<file path="config.mk">
export PLATFORM = sky130hd
export DESIGN_NAME = an_decoder_pipe
export DESIGN_NICKNAME = d
export VERILOG_FILES = /design/src/rtl/an_code_pkg.sv /design/src/rtl/an_barrett_divmod.sv /design/src/rtl/an_decoder_pipe.sv
export SDC_FILE = /design/constraint.sdc
export NUM_CORES = 1
export LEC_CHECK = 0
export BUFFER_PORTS_ARGS = -buffer_cell sky130_fd_sc_hd__buf_2
export CAP_MARGIN = 20
export CORE_MARGIN = 5
export CORE_UTILIZATION = 50
export CTS_CLUSTER_DIAMETER = 50
export CTS_CLUSTER_SIZE = 12
export DETAILED_ROUTE_END_ITERATION = 10
export PLACE_DENSITY = 0.69
export SYNTH_ARGS = -nofsm -noshare
export SYNTH_HDL_FRONTEND = slang
export SYNTH_SLANG_ARGS = --single-unit
</file>
<file path="constraint.sdc">
create_clock -name clk -period 14.1 [get_ports clk]
set_input_delay 0.705 -clock clk [delete_from_list [all_inputs] [get_ports clk]]
set_output_delay 0.705 -clock clk [all_outputs]
set_load 0.01 [all_outputs]
</file>
<file path="src/rtl/an_code_pkg.sv">
// Shared AN-code helpers: status codes, Barrett constant and the
// elaboration-time single-error syndrome table builder.
package an_code_pkg;

    localparam logic [1:0] ST_CLEAN = 2'b00;
    localparam logic [1:0] ST_CORR  = 2'b01;
    localparam logic [1:0] ST_UNC   = 2'b10;

    typedef struct packed {
        logic       hit;
        logic       sign;   // 1: error was -2^idx, correction adds 2^idx
        logic [7:0] idx;
    } syn_t;

    function automatic int clog2(input int v);
        int r;
        r = 0;
        for (int k = 0; k < 31; k++) begin
            if ((1 << k) < v) r = k + 1;
        end
        return r;
    endfunction

    function automatic int pow2_mod(input int i, input int a);
        int p;
        p = 1 % a;
        for (int k = 0; k < i; k++) p = (p * 2) % a;
        return p;
    endfunction

    function automatic longint barrett_m(input int a, input int bk);
        return (longint'(1) << bk) / longint'(a);
    endfunction

    // Walks i downward so the lowest matching bit position is the one kept.
    function automatic syn_t syn_lookup(input int a, input int cw_w, input int r);
        syn_t s;
        int   p;
        s = '0;
        if (r > 0 && r < a) begin
            for (int i = cw_w - 1; i >= 0; i--) begin
                p = pow2_mod(i, a);
                if (p == r) begin
                    s.hit  = 1'b1;
                    s.sign = 1'b0;
                    s.idx  = 8'(i);
                end else if (a - p == r) begin
                    s.hit  = 1'b1;
                    s.sign = 1'b1;
                    s.idx  = 8'(i);
                end
            end
        end
        return s;
    endfunction

endpackage

</file>
<file path="src/rtl/an_barrett_divmod.sv">
// Combinational Barrett divide of a W-bit unsigned by constant A: q = x / A, r = x % A.
// The estimate (x*m)>>BK is at most one low, fixed by a single conditional subtract.
module an_barrett_divmod
    import an_code_pkg::*;
#(
    parameter int A  = 29,
    parameter int W  = 14,
    parameter int BK = 28
) (
    input  logic [W-1:0]        x,
    output logic [W-1:0]        q,
    output logic [clog2(A)-1:0] r
);
    localparam int             RW = clog2(A);
    localparam int             PW = W + BK + 1;
    localparam logic [PW-1:0]  M  = PW'(barrett_m(A, BK));
    localparam logic [W:0]     AW = (W + 1)'(A);

    logic [PW-1:0] prod;
    logic [W-1:0]  q0;
    logic [W:0]    rem;

    assign prod = PW'(x) * M;
    assign q0   = W'(prod >> BK);
    assign rem  = {1'b0, x} - {1'b0, q0} * AW;

    always_comb begin
        if (rem >= AW) begin
            q = q0 + W'(1);
            r = RW'(rem - AW);
        end else begin
            q = q0;
            r = RW'(rem);
        end
    end

endmodule

</file>
<file path="src/rtl/an_decoder_pipe.sv">
// AN-code decoder, 3-stage valid/ready pipe: residue, single-error correction, divide by A.
// Define AN_DEC_STATS_EN for saturating corrected/uncorrectable output counters.
module an_decoder_pipe
    import an_code_pkg::*;
#(
    parameter int A     = 29,
    parameter int CW_W  = 14,
    parameter int MSG_W = 10,
    parameter int RES_W = 5,
    parameter int BK    = 28
) (
    input  logic                  clk,
    input  logic                  rst,
    input  logic                  in_valid,
    output logic                  in_ready,
    input  logic [CW_W-1:0]       in_cw,
    output logic                  out_valid,
    input  logic                  out_ready,
    output logic [MSG_W-1:0]      out_msg,
    output logic [1:0]            out_status,
    output logic [clog2(CW_W):0]  out_epos,
    output logic [15:0]           stat_corr,
    output logic [15:0]           stat_unc
);
    localparam int EPOS_W = clog2(CW_W) + 1;
    // Two extra bits: cw + 2^(CW_W-1) needs CW_W+1 magnitude bits plus a sign.
    localparam int FIX_W  = CW_W + 2;

    logic                adv;
    logic                s1_vld;
    logic [CW_W-1:0]     s1_cw;
    logic                s2_vld;
    logic [CW_W-1:0]     s2_cw;
    logic [RES_W-1:0]    s2_r;
    logic [RES_W-1:0]    res;
    logic [CW_W-1:0]     s2_q_unused;

    assign adv      = !out_valid || out_ready;
    assign in_ready = adv;

    an_barrett_divmod #(.A(A), .W(CW_W), .BK(BK)) u_residue (
        .x (s1_cw),
        .q (s2_q_unused),
        .r (res)
    );

    syn_t syn_tab [2**RES_W];
    for (genvar g = 0; g < 2**RES_W; g++) begin : g_syn
        assign syn_tab[g] = syn_lookup(A, CW_W, g);
    end

    syn_t                syn;
    logic [FIX_W-1:0]    pw;
    logic [FIX_W-1:0]    fix;
    logic [CW_W-1:0]     q3;
    logic [RES_W-1:0]    r3_unused;
    logic                unc;
    logic [1:0]          st_nxt;
    logic [MSG_W-1:0]    msg_nxt;
    logic [EPOS_W-1:0]   epos_nxt;

    assign syn = syn_tab[s2_r];
    assign pw  = syn.hit ? (FIX_W'(1) << syn.idx) : '0;
    assign fix = syn.sign ? FIX_W'(s2_cw) + pw : FIX_W'(s2_cw) - pw;

    an_barrett_divmod #(.A(A), .W(CW_W), .BK(BK)) u_quotient (
        .x (fix[CW_W-1:0]),
        .q (q3),
        .r (r3_unused)
    );

    always_comb begin
        unc = ((s2_r != '0) && !syn.hit) || fix[FIX_W-1] || fix[CW_W] || (|(q3 >> MSG_W));
        st_nxt   = ST_CLEAN;
        msg_nxt  = MSG_W'(q3);
        epos_nxt = '0;
        if (unc) begin
            st_nxt  = ST_UNC;
            msg_nxt = '0;
        end else if (syn.hit) begin
            st_nxt   = ST_CORR;
            epos_nxt = {syn.sign, (EPOS_W - 1)'(syn.idx)};
        end
    end

    always_ff @(posedge clk or posedge rst) begin
        if (rst) begin
            s1_vld     <= 1'b0;
            s1_cw      <= '0;
            s2_vld     <= 1'b0;
            s2_cw      <= '0;
            s2_r       <= '0;
            out_valid  <= 1'b0;
            out_msg    <= '0;
            out_status <= ST_CLEAN;
            out_epos   <= '0;
        end else if (adv) begin
            s1_vld    <= in_valid;
            s1_cw     <= in_cw;
            s2_vld    <= s1_vld;
            s2_cw     <= s1_cw;
            s2_r      <= res;
            out_valid <= s2_vld;
            if (s2_vld) begin
                out_msg    <= msg_nxt;
                out_status <= st_nxt;
                out_epos   <= epos_nxt;
            end
        end
    end

`ifdef AN_DEC_STATS_EN
    logic xfer;
    assign xfer = out_valid && out_ready;

    always_ff @(posedge clk or posedge rst) begin
        if (rst) begin
            stat_corr <= '0;
            stat_unc  <= '0;
        end else if (xfer) begin
            if (out_status == ST_CORR && stat_corr != 16'hFFFF) stat_corr <= stat_corr + 16'd1;
            if (out_status == ST_UNC && stat_unc != 16'hFFFF) stat_unc <= stat_unc + 16'd1;
        end
    end
`else
    assign stat_corr = '0;
    assign stat_unc  = '0;
`endif

endmodule

</file>
[Word level (Yosys, flattened, before mapping)]
Memories as Yosys holds them, arrays and structs flattened.
Index checks and enable logic that the tools add are counted.
Word-level totals
  word-level logic and storage cells: 46
  output and inout port bits: 51
  memories kept: 1
  ROM bits: 320
  register bits after elaboration: 53
Memory list
  (name not given): words 32, bits a word 10, rd ports 1, clocked after Yosys merged registers in 0, wr ports 0, line an_decoder_pipe.sv:62  | assign syn = syn_tab[s2_r];
Cells by class
  shift operators: 1
  bitwise operators: 1
  muxes and demuxes: 11
  add/subtract/negate cells: 6
  $lt $le $gt $ge: 3
  reduce and logical (&&, ||, !) cells: 10
  multipliers: 4
Operators with widths (count)
  14-bit by 24-bit multiplier with 38-bit output, second input constant: 2
  16-bit two-way mux: 2
  15-bit by 5-bit >= comparator with 1-bit output, second input constant: 2
  10-bit by 5-bit multiplier with 15-bit output, second input constant: 2
  10-bit two-way mux: 3
  14-bit by 15-bit subtractor with 15-bit output: 2
  14-bit by 16-bit adder with 16-bit output: 1
  1-bit by 8-bit left shift with 16-bit output, first input constant: 1
  14-bit by 16-bit subtractor with 16-bit output: 1
  5-bit two-way mux: 3
  10-bit by 1-bit adder with 11-bit output, second input constant: 1
  11-bit two-way mux: 1
  6-bit >= comparator, second input constant: 1
  5-bit NOT with 6-bit output: 1
  5-bit nonzero test: 1
  5-bit subtractor, second input constant: 1
  1-bit logical OR: 4
  4-bit OR reduction: 1
  1-bit zero test: 2
  2-bit two-way mux: 1
  2-bit AND reduction: 1
  1-bit logical AND: 1
  1-bit two-way mux: 1

[Longest topological paths before layout]
  word-level depth: 16
  mapped depth: 68

[Modules after synthesis]
From an unflattened synthesis, not the netlist that was laid out.
Unflattened totals
  cell total of the unflattened synthesis: 2231
  area, all modules: 20266.9 um^2
Modules (own cells, without submodules)
  an_barrett_divmod at u_quotient: cells each 917, area an instance 8201.6 um^2, times used 1
  an_barrett_divmod at u_residue: cells each 902, area an instance 8114.0 um^2, times used 1
  an_decoder_pipe: cells each 412, area an instance 3951.3 um^2, times used 1

[Worst setup path before layout]
OpenSTA, ideal clock, no wires.
  path kind: register to register
  start point: reg s2_r[0]
  end point: reg out_msg[6]
  stages on the path, launching flop included: 63
  period minus slack after synthesis: 14.050 ns
  slack: 0.050 ns
  path buffers: 3
  data arrival time: 13.973 ns
  data required time: 14.024 ns
  library setup time: 0.076 ns
  cell sequence: dfrtp_1 buf_4 inv_1 ha_1 nor3b_1 a211oi_1 a31oi_1 buf_2 or2_1 or3_1 ha_1 mux2_2 ha_1 a21o_1 a211oi_1 o21a_1 o31ai_1 nand3_1 [... 27 more ...] ha_1 xor2_1 fa_1 inv_1 fa_1 inv_1 ha_1 nand2_1 a21oi_1 a221oi_1 xnor2_1 nor4_1 o211ai_1 a211oi_2 a31oi_4 nand3_1 mux2_2 o21ai_1
On the way
  longest elaborated chain between the ends: 16
  elaborated cells on any way between the ends: 23
  classes of those cells: add/sub: 4; mul: 2; order compare: 1; shift: 1; mux: 6; bitwise: 1; reduce/logical: 7; memory: 1
Ends and longest elaborated chain
  from (decl): line an_decoder_pipe.sv:34  | logic [RES_W-1:0] s2_r;
  from (signal assigned): line an_decoder_pipe.sv:102  | s2_r <= res;
  5-bit NOT with 6-bit output (not written as such): line an_decoder_pipe.sv:62
  memory 32 x 10 bit
  10-bit two-way mux (not written as such) (2 in a row): line an_decoder_pipe.sv:62
  1-bit by 8-bit left shift with 16-bit output: line an_decoder_pipe.sv:63  | assign pw = syn.hit ? (FIX_W'(1) << syn.idx) : '0;
  16-bit two-way mux: line an_decoder_pipe.sv:63
  14-bit by 16-bit subtractor with 16-bit output / 14-bit by 16-bit adder with 16-bit output (equally long branches): line an_decoder_pipe.sv:64  | assign fix = syn.sign ? FIX_W'(s2_cw) + pw : FIX_W'(s2_cw) - pw;
  16-bit two-way mux: line an_decoder_pipe.sv:64
  14-bit by 24-bit multiplier with 38-bit output: line an_barrett_divmod.sv:23  | assign prod = PW'(x) * M;
  10-bit by 5-bit multiplier with 15-bit output: line an_barrett_divmod.sv:25  | assign rem = {1'b0, x} - {1'b0, q0} * AW;
  14-bit by 15-bit subtractor with 15-bit output: line an_barrett_divmod.sv:25
  15-bit by 5-bit >= comparator with 1-bit output: line an_barrett_divmod.sv:28  | if (rem >= AW) begin
  11-bit two-way mux: line an_barrett_divmod.sv:28
  4-bit OR reduction: line an_decoder_pipe.sv:73  | unc = ((s2_r != '0) && !syn.hit) || fix[FIX_W-1] || fix[CW_W] || (|(q3 >> MSG_W));
  1-bit logical OR: line an_decoder_pipe.sv:73
  10-bit two-way mux *: line an_decoder_pipe.sv:77  | if (unc) begin
  to (signal assigned): line an_decoder_pipe.sv:105  | out_msg <= msg_nxt;
  to (decl): line an_decoder_pipe.sv:19  | output logic [MSG_W-1:0] out_msg,
Mark *: on every way between the ends. The rest lies on a longest branch, timed or not. The select of a mux whose other input is x is not followed.
A chain may end at the register's enable or synchronous reset.

[Final worst setup path]
  start point: reg s2_r[0]
  end point: reg out_epos[2]
On the way
  longest elaborated chain between the ends: 16
  elaborated cells on any way between the ends: 24
  classes of those cells: add/sub: 4; mul: 2; order compare: 1; shift: 1; mux: 7; bitwise: 1; reduce/logical: 7; memory: 1
Ends and longest elaborated chain
  5-bit NOT with 6-bit output (not written as such): line an_decoder_pipe.sv:62
  memory 32 x 10 bit
  10-bit two-way mux (not written as such) (2 in a row): line an_decoder_pipe.sv:62
  1-bit by 8-bit left shift with 16-bit output: line an_decoder_pipe.sv:63
  16-bit two-way mux: line an_decoder_pipe.sv:63
  14-bit by 16-bit subtractor with 16-bit output / 14-bit by 16-bit adder with 16-bit output (equally long branches): line an_decoder_pipe.sv:64
  16-bit two-way mux: line an_decoder_pipe.sv:64
  14-bit by 24-bit multiplier with 38-bit output: line an_barrett_divmod.sv:23
  10-bit by 5-bit multiplier with 15-bit output: line an_barrett_divmod.sv:25
  14-bit by 15-bit subtractor with 15-bit output: line an_barrett_divmod.sv:25
  15-bit by 5-bit >= comparator with 1-bit output: line an_barrett_divmod.sv:28
  11-bit two-way mux: line an_barrett_divmod.sv:28
  4-bit OR reduction: line an_decoder_pipe.sv:73
  1-bit logical OR: line an_decoder_pipe.sv:73
  5-bit two-way mux *: line an_decoder_pipe.sv:77
  to (signal assigned): line an_decoder_pipe.sv:107  | out_epos <= epos_nxt;
  to (decl): line an_decoder_pipe.sv:21  | output logic [clog2(CW_W):0] out_epos,
Marked as above.

==> run_results.csv <==
group,metric,value,unit
place,place_area,19400,µm²
die,io_pins,69,
run_status,status,"completed",
critical_path,worst_ep_arrival_time,13.91,ns
yosys,synthCells,2021,
routing,num_vias,13808,
yosys,ys_ff_latch,53,
final_layout,seq_area,1330,µm²
yosys,yosysWarnings,0,
hold_path,hp-class,"in2async",
die,row_count,70,
yosys,synth_area_leaders,"fa_1 29%, ha_1 26%, inv_1 9.8%, dfrtp_1 7.1%, nand2_1 2.7%",
place,hpwlAfterDp,37.7,mm
sta,relSlewSlack,26.6,%
sta,post-route-period-util,97.3,%
die,die_w,203,µm
clocking,cts_buffer_depth,2,
yosys,synth_top_cell_by_area,"fa_1",
sta,finalSetupTns,0,ns
routing,drc,0,
critical_path,crit_top_cell,"inv_1",
grt,grt_max_degree,43,
place,gp_congestion,0.979,
clocking,clk_pin_slew,0.08,ns
clocking,clock-sinks,53,
sta,hold_viol,0,
routing,via_per_inst,5.36,
final_layout,drive_above_1_share,10.8,%
final_layout,fillers,3273,
yosys,synthFlopType,"dfrtp_1",
final_layout,area_growth_syn_to_layout,8.99,%
die,die_h,203,µm
critical_path,cp_slowest_cell,"fa_2",
clocking,cts_buffers,5,
yosys,avgSynthCellArea,9.18,µm²
routing,drt-pass1-iter-count,5,
yosys,synth-edff-count,0,
yosys,synthArstFlopShare,100,%
critical_path,end_kind,"register",
sta,slew_violations,0,
yosys,synth.most_common_cell,"inv_1",
die,core_area,36600,µm²
grt,grt_use_total,21.1,%
yosys,synth_commonest_cells,"485 x inv_1, 389 x ha_1, 268 x fa_1",
yosys,synthDistinctLibCells,94,
sta,setup_viol,0,
routing,drt_iter0_drc,707,
routing,wl_per_cell,16.9,µm
clocking,h-tree-depth,2,
critical_path,crit_fanout,8,
yosys,yosysSeqAreaShare,7.15,%
final_layout,nets,2784,
final_layout,multiInputGateArea,15600,µm²
sta,fmax,72.9,MHz
sta,period_minus_slack,13.72,ns
place,numPortBuffers,36,
clocking,root_buffer,"clkbuf_16",
yosys,yosysTopAreaCellShare,28.9,%
die,fp.dieArea,41100,µm²
sta,worstMarginPinSlew,1.09,ns
critical_path,start_kind,"register",
critical_path,path_class,"reg2reg",
run,maxCapViolCount,0,
clocking,tritoncts,"yes",
clocking,clock_latency,0.31,ns
critical_path,worst_path_largest_cell_delay,0.62,ns
grt,antenna_found_initial,0,
final_layout,final_area,20200,µm²
die,initial_core_util,50.7,%
routing,wl,43.6,mm
critical_path,required,14.29,ns
final_layout,diodes,0,
grt,grt_pass1_vias,14494,
routing,ant_nets,0,
sta,skew,0.0109,ns
grt,grt_pass1_wl,71.8,mm
yosys,synth_area,18600,µm²
grt,gr-total-overflow,0,
state kept, by name (all words and copies together), names as in the netlist:
register    count
out_epos        5
out_msg        10
out_status      2
out_valid       1
s1_cw          14
s1_vld          1
s2_cw          14
s2_r            5
s2_vld          1
layout make-up:
type                       instances  area share (%)
clock inverter                     3           0.142
timing repair buffer             109            3.76
sequential                        53            6.56
inverter                         488            9.05
clock buffer                       5           0.619
tap                              468            2.89
multi-input combinational       1452            77.0
cells in the final DEF (no fill, tap or decap), types with 5 or more instances in the layout:
master	instances
a211oi_1	13
a211oi_2	7
a21o_1	20
a21oi_1	69
a21oi_2	8
and2_1	9
and3_1	9
buf_2	36
buf_4	69
clkbuf_16	5
conb_1	32
dfrtp_1	52
fa_1	267
ha_1	374
ha_4	14
inv_1	476
inv_2	11
mux2i_1	10
nand2_1	132
nand2b_1	10
nand3_1	32
nand3b_1	5
nand4_1	13
nor2_1	58
nor2_2	5
nor2b_1	9
nor3_1	17
nor4_1	7
o2111ai_1	5
o211ai_1	12
o21a_1	8
o21ai_0	78
o21ai_1	10
o21bai_1	6
o22ai_1	7
or2_2	7
or3_1	5
xnor2_1	38
xnor2_2	6
xor2_1	31
final timing paths:
path | depth (start not counted) | slack [ns] | startpoint | end
min in group clk | 2 | 0.48 | s1_vld | s1_vld
worst min register to register | 2 | 0.48 | s1_vld | s1_vld
worst min-delay path | 2 | 0.44 | rst | s2_vld
worst max register to register | 60 | 0.38 | s2_r[0] | out_epos[2]
worst max-delay path | 60 | 0.38 | s2_r[0] | out_epos[2]
max in group asynchronous | 3 | 12.87 | rst | s2_cw[12]
per-stage QoR:
stage	utilization [%]	instances	worst slack (ns)	hold slack, ns
4_1_cts	53.7	2550	0.00119	0.459
2_1_floorplan	-	2052	0.0504	0.439
3_5_place_dp	52.9	2537	-0.188	0.463
3_3_place_gp	52.9	2537	0.127	0.449
6_report	55.3	2578	0.385	0.443
5_1_grt	55.3	2578	-0.102	0.498
per-layer routing:
layer / vias up / wire (µm) / global-route usage [%]
met3: 72 / 1440 / 1.88
met5: - / 0 / 0
li1: 6719 / - / -
met1: 6743 / 19100 / 27.6
met4: 0 / 1050 / 4.15
met2: 274 / 21900 / 38.5
cell families (layout without fill, tap and decap cells):
| group | Yosys count | in the layout | share of synthesized area (%) |
|---|---|---|---|
| and+or+nand+nor | 345 | 345 | 8.96 |
| other | 1 | 32 | 0.0202 |
| muxes | 14 | 14 | 0.795 |
| AOI/OAI and AO/OA | 325 | 326 | 12.3 |
| adders and majority gates | 659 | 659 | 55.2 |
| DFF | 53 | 53 | 7.15 |
| xor gates and xnor gates | 76 | 76 | 3.59 |
| buffers and inverters | 548 | 605 | 12.0 |
what timing repair did:
action	4_1_cts	5_1_grt
pin swaps	3	60
cloned	0	1
setup buffers	5	27
setup endpoints to repair	14	17
hold endpoints to repair	0	0
gates resized for setup	13	71
hold buffers	0	0
worst max-delay path, delay by kind of cell (launching register included):
kind / cells / cell delay [ns]
muxes: 1 / 0.26
and+or+nand+nor: 11 / 1.64
adders and majority gates: 14 / 5.69
xor gates and xnor gates: 3 / 0.47
DFF: 1 / 0.45
buffers and inverters: 11 / 0.85
AOI/OAI and AO/OA: 20 / 4.20
Power is left out: the tool's default activity adds up to more than one toggle a clock period on the data nets, which glitch-free logic cannot reach.
